$ cat src/rtl/tournament_select.sv
// Binary tournament selector: samples two PRNG candidate indices, reads both fitness
// words from the synchronous population RAM, and hands the winner downstream via valid/ready.
module tournament_select #(
  parameter int unsigned IDX_W    = 5,
  parameter int unsigned FIT_W    = 16,
  parameter int unsigned POP_SIZE = 32,
  parameter int unsigned MINIMIZE = 0
) (
  input  logic             clk,
  input  logic             rst_n,
  input  logic [IDX_W-1:0] random0,
  input  logic [IDX_W-1:0] random1,
  input  logic             start,
  output logic             busy,
  output logic [IDX_W-1:0] fit_addr,
  input  logic [FIT_W-1:0] fit_data,
  output logic [IDX_W-1:0] parent_idx,
  output logic [FIT_W-1:0] parent_fit,
  output logic             parent_valid,
  input  logic             parent_ready
);

  localparam int unsigned WIDE_W = IDX_W + 1;

  typedef enum logic [2:0] {IDLE, RD_A, RD_B, CMP, HOLD} state_t;

  state_t           state;
  logic [IDX_W-1:0] cand_a;
  logic [IDX_W-1:0] cand_b;
  logic [FIT_W-1:0] fit_a;
  logic             b_wins;

  // Fold an out-of-range PRNG index back into the population.
  function automatic logic [IDX_W-1:0] fold(input logic [IDX_W-1:0] idx);
    logic [WIDE_W-1:0] wide;
    wide = {1'b0, idx};
    if (wide >= WIDE_W'(POP_SIZE)) fold = IDX_W'(wide - WIDE_W'(POP_SIZE));
    else                           fold = idx;
  endfunction

  // In CMP fit_data carries B's fitness; ties and identical candidates go to A.
  always_comb begin
    b_wins = 1'b0;
    if (cand_a != cand_b) begin
      if (MINIMIZE != 0) b_wins = (fit_data < fit_a);
      else               b_wins = (fit_data > fit_a);
    end
  end

  // fit_addr is registered so that it shows cand_a only during RD_A and cand_b otherwise.
  always_ff @(posedge clk) begin
    if (!rst_n) begin
      state        <= IDLE;
      busy         <= 1'b0;
      cand_a       <= '0;
      cand_b       <= '0;
      fit_a        <= '0;
      fit_addr     <= '0;
      parent_idx   <= '0;
      parent_fit   <= '0;
      parent_valid <= 1'b0;
    end else begin
      case (state)
        IDLE: begin
          if (start) begin
            cand_a   <= fold(random0);
            cand_b   <= fold(random1);
            fit_addr <= fold(random0);
            busy     <= 1'b1;
            state    <= RD_A;
          end
        end
        RD_A: begin
          fit_addr <= cand_b;
          state    <= RD_B;
        end
        RD_B: begin
          fit_a <= fit_data;
          state <= CMP;
        end
        CMP: begin
          parent_idx   <= b_wins ? cand_b : cand_a;
          parent_fit   <= b_wins ? fit_data : fit_a;
          parent_valid <= 1'b1;
          state        <= HOLD;
        end
        HOLD: begin
          if (parent_ready) begin
            parent_valid <= 1'b0;
            if (start) begin
              cand_a   <= fold(random0);
              cand_b   <= fold(random1);
              fit_addr <= fold(random0);
              state    <= RD_A;
            end else begin
              busy  <= 1'b0;
              state <= IDLE;
            end
          end
        end
        default: begin
          busy  <= 1'b0;
          state <= IDLE;
        end
      endcase
    end
  end

endmodule

$ cat config.mk
export PLATFORM = sky130hd
export DESIGN_NAME = tournament_select
export DESIGN_NICKNAME = d
export VERILOG_FILES = /design/src/rtl/tournament_select.sv
export SDC_FILE = /design/constraint.sdc
export NUM_CORES = 1
export LEC_CHECK = 0
export BUFFER_PORTS_ARGS = -buffer_cell sky130_fd_sc_hd__buf_2
export CORE_MARGIN = 3
export CORE_UTILIZATION = 50
export DETAILED_ROUTE_END_ITERATION = 16
export PLACE_DENSITY = 0.76
export REMOVE_ABC_BUFFERS = 1
export SYNTH_ARGS = -nofsm -noshare
export SYNTH_HDL_FRONTEND = slang
export SYNTH_SLANG_ARGS = --single-unit
$ cat constraint.sdc
create_clock -name clk -period 2 [get_ports clk]
set_clock_uncertainty 0.1 [all_clocks]
set_input_delay 0.1 -clock clk [delete_from_list [all_inputs] [get_ports clk]]
set_output_delay 0.1 -clock clk [all_outputs]
set_load 0.02 [all_outputs]
# After elaboration in Yosys (flattened, before gate mapping)
# Index checks and enable logic that the tools add are counted.
[op_classes]
order_cmp = 1
bitwise_logic = 1
mux = 22
n_reduce_logical = 10
n_eq_ne = 8
[op_table]
columns = ["op", "n"]
rows = [
  ["two-way mux 5 bit", 7],
  ["one-hot mux 5 bit (2 select lines)", 2],
  ["> comparator 16 bit", 1],
  ["two-way mux 16 bit", 1],
  ["one-hot mux 3 bit (5 select lines)", 1],
  ["one-hot mux 5 bit (3 select lines)", 1],
  ["AND reduction 2 bit", 4],
  ["equality test 3 x 2 -> 1 bit (second input constant)", 2],
  ["two-way mux 1 bit", 6],
  ["two-way mux 3 bit", 2],
  ["!= test 2 bit (second input constant)", 3],
  ["!= test 5 bit", 1],
  ["AND reduction 4 bit", 1],
  ["nonzero test 2 bit", 2],
  ["equality test 3 x 1 -> 1 bit (second input constant)", 1],
  ["equality test 3 bit (second input constant)", 1],
  ["logical NOT 3 bit", 1],
  ["one-hot mux 1 bit (3 select lines)", 1],
  ["nonzero test 3 bit", 1],
  ["OR reduction 3 bit", 1],
  ["one-hot mux 1 bit (2 select lines)", 1],
  ["inverter 1 bit", 1],
]
[totals]
reg_bits = 57
out_inout_bits = 28
in_bits = 30
word_cells = 51

# Depth between registers and ports, before layout
# Gate-level depths: netlist (run 1).
[depth]
ltp_word = 4
depth_mapped = 9
depth_no_buf = 8

# Worst setup path after synthesis (run 1)
# No wires, ideal clock.
[synth_path]
path_type = "reg2reg"
start = "register fit_a[14]"
end = "register parent_fit[0]"
path_buffers = 1
path_stages_with_launch = 9
arrival_time_ns = 1.715
setup_slack_ns = 0.066
setup_time_ns = 0.119
path_cell_list = "dfxtp_1 -> inv_1 -> ha_1 -> nand4_2 -> a2111o_1 -> and3_4 -> buf_6 -> o21ai_1 -> a21oi_1"
[synth_between]
elab_chain_len = 3
[synth_lines]
columns = ["element", "line", "rtl"]
rows = [
  ["start: declaration", "30", "logic [FIT_W-1:0] fit_a;"],
  ["start signal: assignment", "78", "fit_a <= fit_data;"],
  ["> comparator 16 bit", "46", "else b_wins = (fit_data > fit_a);"],
  ["two-way mux 1 bit", "44", "if (cand_a != cand_b) begin"],
  ["two-way mux 16 bit", "83", "parent_fit <= b_wins ? fit_data : fit_a;"],
  ["end signal: assignment", "83", ""],
  ["end: declaration", "18", "output logic [FIT_W-1:0] parent_fit,"],
]
# No other way between the ends.
# A chain may end at the register's enable or synchronous reset.

# Worst setup path in the final report (run 1)
[layout_path]
start = "register fit_a[6]"
end = "register parent_fit[6]"
[layout_between]
elab_chain_len = 3
[layout_lines]
columns = ["element", "line"]
rows = [
  ["> comparator 16 bit", "46"],
  ["two-way mux 1 bit", "44"],
  ["two-way mux 16 bit *", "83"],
]
# Mark *: on every way between the ends. The rest lies on a longest branch, timed or not.

==> reports/qor.yml, run 1 <==
rsz0062_at_grt: "yes"
num_antenna_cells: 0
io_pins: 58
avgSynthCellArea_um2: 8.51
drt-initial-drc-count: 291
fmax_mhz: 449
async_flop_share: 0
die_h_um: 82.4
relSlewSlack: 0.677
yosys.area.top_type_share: 0.391
holdPathStages: 3
insertion_delay_ns: 0.36
worstMarginPinSlew_ns: 0.484
clock_path_buffers: 2
ys_ff_latch: 57
internal_power_w: 0.00226
critical_path.endpoint_type: "flop"
die_x_um: 82.4
grt_pass1_wl_um: 12400
post-dp-hpwl_um: 4710
dieArea_um2: 6790
rrSetupSlack_ns: -0.23
fin_nets: 490
wirelength_um: 10200
htreeDepth: 3
p_switching_w: 0.00114
area_growth_pct: 45.0
fin_util: 0.760
synthCells: 343
p_clk_frac: 0.320
setup_viol: 21
clock_sinks: 57
start_kind: "flop"
swShare: 0.336
pwr-share-comb: 0.299
r2r_start: "fit_a[6]$_SDFFE_PN0P_"
clkTransAtPathRegs_ns: 0.07
dr.pass1.iters: 7
tns_ns: -2.69
synth_common_cells: "dfxtp_1, nand2_1, a21oi_1, o21ai_0, a31oi_1"
required_ns: 2.16
period_needed_ns: 2.23
r2r-end: "parent_fit[6]$_SDFFE_PN0P_"
port_buffers: 57
synth_edf_count: 0
worst_hold_path_type: "primary input to flop"
routabilityCongestion: 0.770
ir_drop_mv: 0.631
maxSlewViolCount: 0
ant_nets: 0
fin_cells: 521
grt_pass1_vias: 2718
seq_power_share: 0.381
p_leak_nw: 1.77
maxCapViolCount: 0
synth_ff_type: "dfxtp_1"
synth.distinct_cells: 41
initial_core_util: 0.524
yosysWarnings: 0
std_cell_rows: 27
viasPerCell: 6.06
reg2regPathDepth: 8
grt_max_degree: 58
status: "finished with violations"
syn_area_um2: 2920
vias: 3157
drive_above_1_share: 0.365
layout_setup_ws_ns: -0.228
ys_top_cells_by_area: "dfxtp_1, ha_1, nand2_1, a21oi_1, mux2i_1"
final.period_utilization: 1.11
crit_start: "fit_a[6]$_SDFFE_PN0P_"
crit_type: "flop to flop"
finalHoldWorstSlack_ns: 0.000251
violations: "setup timing"
ys_seq_area_frac: 0.391
antenna_found_initial: 0
core_area_um2: 5570
drc_errors: 0
yosysMostFrequentCell: "dfxtp_1"
yosysTopAreaCell: "dfxtp_1"
hold_viol: 0
cts_root_buf: "clkbuf_8"
worstPathArrival_ns: 2.39
grt-ovfl-total: 0
cp_max_fo: 6
cts_tree: "built"
dp_cells: 470
track_usage: 0.242
cts_buffers: 9
p_per_area_nw_per_um2: 803
fillCellCount: 344
wire_per_inst_um: 19.5
cp-endpoint: "parent_fit[6]$_SDFFE_PN0P_"
[flip-flops by register name (all words and copies together), names as in the netlist]
register / count
parent_idx: 5
state: 3
parent_valid: 1
fit_addr: 5
fit_a: 16
busy: 1
parent_fit: 16
cand_a: 5
cand_b: 5
[power groups by stage]
stage               combinational (W)  clock (W)  sequential (W)
floorplan                    0.000368          0         0.00134
global placement             0.000715          0         0.00130
detailed placement           0.000730          0         0.00131
CTS                          0.000792    0.00107         0.00128
global route                  0.00108    0.00113         0.00130
finish                        0.00102    0.00109         0.00130
[layer usage]
metal / global-route usage / wire length (um)
met1: 0.308 / 3960
met2: 0.380 / 4960
met3: 0.0618 / 773
met4: 0.116 / 471
met5: 0 / 0
[cells in the final DEF (no fill, tap or decap), types with 11 or more instances in the layout]
master	Yosys	layout
mux2i_1	15	15
o21ai_0	26	24
a21oi_1	30	28
a31oi_1	21	13
inv_1	17	13
dfxtp_1	57	46
dlygate4sd3_1	0	28
buf_2	4	56
nand2_1	44	44
a21boi_0	15	15
o21ai_2	2	16
buf_4	0	22
dfxtp_2	0	11
[cell families after synthesis]
family	count (synthesis)	synth area share
buffers and inverters	42	0.0685
and+or+nand+nor	82	0.147
xor gates and xnor gates	6	0.0180
adders and majority gates	16	0.0686
DFF	57	0.391
muxes	15	0.0514
AOI/OAI and AO/OA	125	0.256
[stage by stage]
stage | power (W) | worst slack [ns] | cell area, um2
5_1_grt | 0.00351 | -0.234 | 4230
6_report | 0.00340 | -0.228 | 4230
3_5_place_dp | 0.00204 | -0.0593 | 3340
2_1_floorplan | 0.00171 | -0.0000293 | 2780
3_3_place_gp | 0.00202 | 0.00229 | 3340
4_1_cts | 0.00314 | -0.0259 | 3840
[what timing repair did]
| item | CTS | global route |
|---|---|---|
| endpoints found under the hold margin | 34 | 0 |
| setup buffers | 0 | 3 |
| pin swaps | 3 | 41 |
| cloned | 1 | 3 |
| hold buffers | 28 | 0 |
| resized for setup | 6 | 66 |
| setup endpoints to repair | 21 | 21 |
[critical path, stage by stage (launching register included)]
cell	delay, ns
dfxtp_2	0.36
inv_1	0.08
ha_4	0.27
nand4_1	0.15
a2111o_1	0.54
nand3_4	0.14
buf_6	0.15
a31oi_1	0.10
a21oi_1	0.23
[cell type report]
cell class / instances / area (um2) / area share
inverters: 17 / 63.8 / 0.0151
multi-input cells: 247 / 1930 / 0.457
clock buffers: 13 / 149 / 0.0352
repair buffers: 112 / 802 / 0.189
clock inverters: 3 / 40.0 / 0.00946
well taps: 72 / 90.1 / 0.0213
flip-flops and latches: 57 / 1150 / 0.273
[how the worst min path moves through the flow]
stage,start,to,slack [ns]
after global routing,fit_data[3],parent_fit[3]$_SDFFE_PN0P_,0.03
after floorplan,rst_n,parent_valid$_SDFFE_PN0P_,0.12
after global placement,random1[1],cand_b[1]$_SDFFE_PN0P_,0.26
after CTS,fit_data[3],parent_fit[3]$_SDFFE_PN0P_,0.0003
final,fit_data[5],parent_fit[5]$_SDFFE_PN0P_,0.0003
after detailed placement,random1[2],cand_b[2]$_SDFFE_PN0P_,0.26
(Power assumes the default switching activity.)
==> run 2, diff against run 1 <==
--- a/config.mk
+++ b/config.mk
@@ -5,11 +5,12 @@
 export SDC_FILE = /design/constraint.sdc
 export NUM_CORES = 1
 export LEC_CHECK = 0
+export ABC_AREA = 1
 export BUFFER_PORTS_ARGS = -buffer_cell sky130_fd_sc_hd__buf_2
-export CORE_MARGIN = 3
-export CORE_UTILIZATION = 50
+export CORE_MARGIN = 1.5
+export CORE_UTILIZATION = 49
 export DETAILED_ROUTE_END_ITERATION = 16
-export PLACE_DENSITY = 0.76
+export PLACE_DENSITY = 0.75
 export REMOVE_ABC_BUFFERS = 1
 export SYNTH_ARGS = -nofsm -noshare
 export SYNTH_HDL_FRONTEND = slang
==> reports/qor.yml, run 2 <==
synth.distinct_cells: 27
grt-ovfl-total: 0
drt-initial-drc-count: 131
clkTransAtPathRegs_ns: 0.06
grt_pass1_vias: 2650
initial_core_util: 0.513
slowest_delay_ns: 0.53
async_flop_share: 0
hold_viol: 0
worstPathArrival_ns: 2.08
clock_sinks: 57
clock_path_buffers: 2
fmax_mhz: 517
synthCells: 396
ys_ff_latch: 57
cts_tree: "built"
num_antenna_cells: 0
std_cell_rows: 27
critical_path.endpoint_type: "flop"
reg_top3: "fit_a (16), parent_fit (16)"
antenna_found_initial: 0
final_cell_mix: "nand2_1, dfxtp_1, buf_2, a21oi_1, nand3_1"
die_h_um: 79.4
dr.pass1.iters: 5
fin_nets: 524
maxCapViolCount: 0
vias: 2850
ant_nets: 0
status: "finished, final reports clean"
start_kind: "primary input"
crit_type: "primary input to flop"
worstMarginPinSlew_ns: 0.550
yosys.area.top_type_share: 0.399
multi_input_area_um2: 1430
die_x_um: 79.4
final.period_utilization: 0.967
cpLargestDelayFamily: "buffers and inverters"
yosysTopAreaCell: "dfxtp_1"
grt_pass1_wl_um: 11700
htreeDepth: 3
viasPerCell: 5.16
relSlewSlack: 0.631
maxSlewViolCount: 0
ir_drop_mv: 0.605
yosysWarnings: 0
cp_slowest_cell: "dlygate4sd3_1"
grt_max_degree: 34
area_growth_pct: 27.7
cts_root_buf: "clkbuf_8"
totalPowerFinal_w: 0.00323
cp_max_fo: 10
p_per_area_nw_per_um2: 885
path_cells: "dlygate4sd3_1, buf_2, ha_1, nand2_1, nor2_1, nand2_2, clkinv_1, nand2_1, nand2_2, nand2_4, buf_12, nand2_1, nand3_1, a21oi_1"
synth_common_cells: "nand2_1, dfxtp_1, a21oi_1, nand3_1, inv_1"
insertion_delay_ns: 0.33
finalHoldWorstSlack_ns: 0.000882
fillCellCount: 494
seq_area_um2: 1140
avgSynthCellArea_um2: 7.22
synth_edf_count: 0
setup_viol: 0
ys_seq_area_frac: 0.399
wirelength_um: 7050
worst_hold_path_type: "primary input to flop"
yosysMostFrequentCell: "nand2_1"
critPathBufInv: 4
track_usage: 0.239
post-dp-hpwl_um: 4790
io_pins: 58
period_needed_ns: 1.93
p_leak_nw: 1.65
wire_per_inst_um: 12.8
routabilityCongestion: 0.807
ys_top_cells_by_area: "dfxtp_1, nand2_1, a21oi_1, nand3_1, ha_1"
cp_common_cell: "nand2_1"
cts_buffers: 9
core_area_um2: 5570
layout_commonest_cell: "nand2_1"
drive_above_1_share: 0.227
dieArea_um2: 6300
required_ns: 2.15
synth_ff_type: "dfxtp_1"
drc_errors: 0
port_buffers: 57
syn_area_um2: 2860
==> run 2: cell count changes in the layout (fill, tap and decap cells not counted), sizes merged, moves of 5 or more <==
cell and change:
nand3 +41, o21ai -13, o211a -5, a31oi -15
mux2i -15, a21oi +26, buf -13, dlygate4sd3 -7
a21boi -16, nor2 +10, inv +36, nor2b -11
nand2 +37
==> run 2: final timing paths <==
kind | slack (ns) | to | cells past startpoint | start
setup / recovery | 0.07 | parent_fit[11]$_SDFFE_PN0P_ | 14 | fit_data[10]
hold / removal | 0.0009 | fit_a[9]$_SDFFE_PN0P_ | 3 | fit_data[9]
setup reg to reg | 0.10 | parent_fit[11]$_SDFFE_PN0P_ | 13 | fit_a[11]$_SDFFE_PN0P_
hold reg to reg | 0.36 | parent_fit[0]$_SDFFE_PN0P_ | 2 | parent_fit[0]$_SDFFE_PN0P_
==> run 2: kinds of logic (layout without fill, tap and decap cells) <==
family                     after synthesis  in the layout  synth area share
adders and majority gates               16             16            0.0700
and+or+nand+nor                        147            147             0.228
xor gates and xnor gates                 3              3           0.00919
AOI/OAI and AO/OA                       97             97             0.178
buffers and inverters                   76            160             0.115
DFF                                     57             57             0.399
==> run 2: worst register-to-register path, delay by kind of cell (launching register included) <==
family,cells,cell delay (ns)
flip-flops,1,0.30
AO/OA/AOI/OAI,1,0.13
adder cells (fa/ha/maj),1,0.31
buffers and inverters,3,0.25
AND/OR/NAND/NOR,8,0.72
==> run 2: through the flow <==
| step | instances | setup TNS, ns | worst slack [ns] | util | area, um2 |
|---|---|---|---|---|---|
| floorplan | 375 | 0 | 0.0640 | - | 2740 |
| global placement | 517 | 0 | 0.121 | 0.580 | 3230 |
| detailed placement | 517 | 0 | 0.0746 | 0.580 | 3230 |
| CTS | 551 | 0 | 0.00689 | 0.645 | 3590 |
| global route | 552 | -0.432 | -0.0395 | 0.655 | 3650 |
| finish | 552 | 0 | 0.0655 | 0.655 | 3650 |
==> run 2: power breakdown <==
part / switching (W) / total (W) / internal (W) / leakage, nW
Combinational: 0.000621 / 0.00105 / 0.000425 / 1.11
Sequential: 0.0000612 / 0.00131 / 0.00125 / 0.466
Clock: 0.000410 / 0.000871 / 0.000461 / 0.0782
==> run 2: area by class of cell <==
cell class	count	share of cell area
inverter	55	0.0566
sequential	57	0.313
timing repair buffer	92	0.172
multi-input combinational	263	0.393
tap	72	0.0247
clock inverter	1	0.00137
clock buffer	12	0.0398
==> run 2: routing by layer <==
layer	vias to the layer above	track usage	routed length (um)
met1	1294	0.291	3050
met3	17	0.0617	446
met5	-	0	0
met2	83	0.403	3420
li1	1456	-	-
met4	0	0.0895	134
==> run 2: what timing repair did <==
action,4_1_cts,5_1_grt
resized for setup,0,11
endpoints found under the hold margin,23,0
setup buffers,0,1
setup endpoints to repair,0,25
hold buffers,21,0
==> run 3, diff against run 2 <==
--- a/config.mk
+++ b/config.mk
@@ -8,9 +8,10 @@
 export ABC_AREA = 1
 export BUFFER_PORTS_ARGS = -buffer_cell sky130_fd_sc_hd__buf_2
 export CORE_MARGIN = 1.5
-export CORE_UTILIZATION = 49
+export CORE_UTILIZATION = 55
+export CTS_CLUSTER_DIAMETER = 120
 export DETAILED_ROUTE_END_ITERATION = 16
-export PLACE_DENSITY = 0.75
+export PLACE_DENSITY = 0.8
 export REMOVE_ABC_BUFFERS = 1
 export SYNTH_ARGS = -nofsm -noshare
 export SYNTH_HDL_FRONTEND = slang
==> constraint.sdc (replaced) <==
create_clock -name clk -period 1.95 [get_ports clk]
set_clock_uncertainty 0.1 [all_clocks]
set_input_delay 0.0975 -clock clk [delete_from_list [all_inputs] [get_ports clk]]
set_output_delay 0.0975 -clock clk [all_outputs]
set_load 0.02 [all_outputs]
==> reports/qor.yml, run 3 (synthesis results as in run 2) <==
layout_setup_ws_ns: -0.00446
wire_per_inst_um: 15.1
post-dp-hpwl_um: 4720
final_cell_mix: "nand2_1, dfxtp_1, buf_2, a21oi_1, inv_1"
hold_viol: 2
track_usage: 0.274
die_x_um: 75.1
dp_cells: 514
status: "finished with violations"
fillCellCount: 359
violations: "hold timing, setup timing"
ant_nets: 0
core_area_um2: 5070
fin_cells: 550
required_ns: 2.12
htreeDepth: 3
internal_power_w: 0.00249
dieArea_um2: 5640
grt_pass1_vias: 2705
cp_max_fo: 11
vias: 3020
die_h_um: 75.1
p_clk_frac: 0.308
critical_path.endpoint_type: "flop"
antenna_found_initial: 0
clkTransAtPathRegs_ns: 0.06
grt-ovfl-total: 0
port_buffers: 57
swShare: 0.345
p_per_area_nw_per_um2: 958
routabilityCongestion: 0.835
fin_nets: 521
start_kind: "primary input"
reg_top3: "fit_a (16), parent_fit (16)"
dr.pass1.iters: 8
grt_pass1_wl_um: 11600
drt-initial-drc-count: 263
insertion_delay_ns: 0.35
viasPerCell: 5.49
pre_cts_slack_ns: 0.0291
worstPathArrival_ns: 2.12
multi_input_area_um2: 1660
clock_sinks: 57
p_leak_nw: 1.73
grt_max_degree: 34
initial_core_util: 0.563
area_growth_pct: 38.7
worst_hold_path_type: "primary input to flop"
relSlewSlack: 0.610
maxSlewViolCount: 0
num_antenna_cells: 0
wirelength_um: 8280
cts_tree: "built"
p_switching_w: 0.00131
fmax_mhz: 512
ir_drop_mv: 0.516
rsz0062_at_grt: "yes"
setup_viol: 1
totalPowerFinal_w: 0.00380
layout_commonest_cell: "nand2_1"
pwr-share-comb: 0.336
seq_power_share: 0.356
std_cell_rows: 26
cts_buffers: 9
seq_area_um2: 1140
drc_errors: 0
maxCapViolCount: 0
crit_type: "primary input to flop"
cts_root_buf: "clkbuf_8"
finalHoldWorstSlack_ns: -0.0107
period_needed_ns: 1.95
drive_above_1_share: 0.329
final.period_utilization: 1.00
io_pins: 58
worstMarginPinSlew_ns: 0.582
clock_path_buffers: 2
-- run 3: cell count changes in the layout (fill, tap and decap cells not counted), moves of 4 or more --
cell | previous run | this run
a21oi_1 | 50 | 42
inv_2 | 10 | 15
buf_2 | 57 | 52
nand2_1 | 77 | 64
nand2_2 | 3 | 15
ha_1 | 15 | 7
dlygate4sd3_1 | 21 | 17
nand3_2 | 0 | 10
ha_4 | 1 | 9
nand3_1 | 45 | 35
inv_1 | 43 | 38
a21oi_2 | 5 | 13
dlymetal6s4s_1 | 0 | 4
-- run 3: per-stage QoR --
stage               instance area, um2   util  hold WS, ns  setup TNS (ns)
floorplan                         2740      -        0.136               0
global placement                  3250  0.640        0.282               0
detailed placement                3250  0.640        0.281               0
CTS                               3680  0.725     0.000860               0
global route                      3970  0.781       0.0310           -1.25
finish                            3970  0.781      -0.0107        -0.00446
-- run 3: cell type report --
class,count,area share
clock buffer,14,0.0435
clock inverter,2,0.00884
inverter,55,0.0521
multi-input combinational,263,0.419
sequential,57,0.289
tap,70,0.0221
timing repair buffer,89,0.166
-- run 3: repair_timing --
item	in CTS	in global routing
pin swaps	1	17
buffers inserted	1	3
gates cloned	0	0
endpoints found under the hold margin	25	0
resized for setup	1	66
endpoints found under the setup margin	21	21
hold buffers	21	0
-- run 3: worst paths after layout --
kind                              from                    endpoint  slack, ns  cells after the start
max reg2reg     fit_a[13]$_SDFFE_PN0P_  parent_fit[5]$_SDFFE_PN0P_       0.01                     13
min                       fit_data[10]      fit_a[10]$_SDFFE_PN0P_      -0.01                      3
min reg2reg  parent_valid$_SDFFE_PN0P_   parent_valid$_SDFFE_PN0P_       0.36                      2
max                       fit_data[12]  parent_fit[5]$_SDFFE_PN0P_     -0.004                     14
-- run 3: power by group through the flow --
stage | Combinational [W] | Clock [W] | Sequential (W)
after global routing | 0.00139 | 0.00122 | 0.00136
after global placement | 0.000976 | 0 | 0.00137
final | 0.00128 | 0.00117 | 0.00135
after floorplan | 0.000577 | 0 | 0.00141
after CTS | 0.00106 | 0.00116 | 0.00135
after detailed placement | 0.00100 | 0 | 0.00137
-- run 3: critical path, stage by stage --
cell and delay (ns):
dlygate4sd3_1 0.53, buf_2 0.14, ha_1 0.29, nand2_2 0.07
nor2_4 0.14, nand2_2 0.08, clkinv_1 0.05, nand2_1 0.05
nand2_2 0.13, nand2_4 0.09, buf_12 0.16, nand2_1 0.05
nand3_1 0.08, a21oi_1 0.15
-- run 3: per-layer routing --
layer  GRT usage  wire length, um  share of wire  vias to the layer above
li1            -                -              -                     1460
met5           0                0              0                        -
met1       0.316             3390           0.41                     1405
met2       0.473             4190           0.51                      133
met3      0.0509              510          0.062                       22
met4       0.162              199          0.024                        0
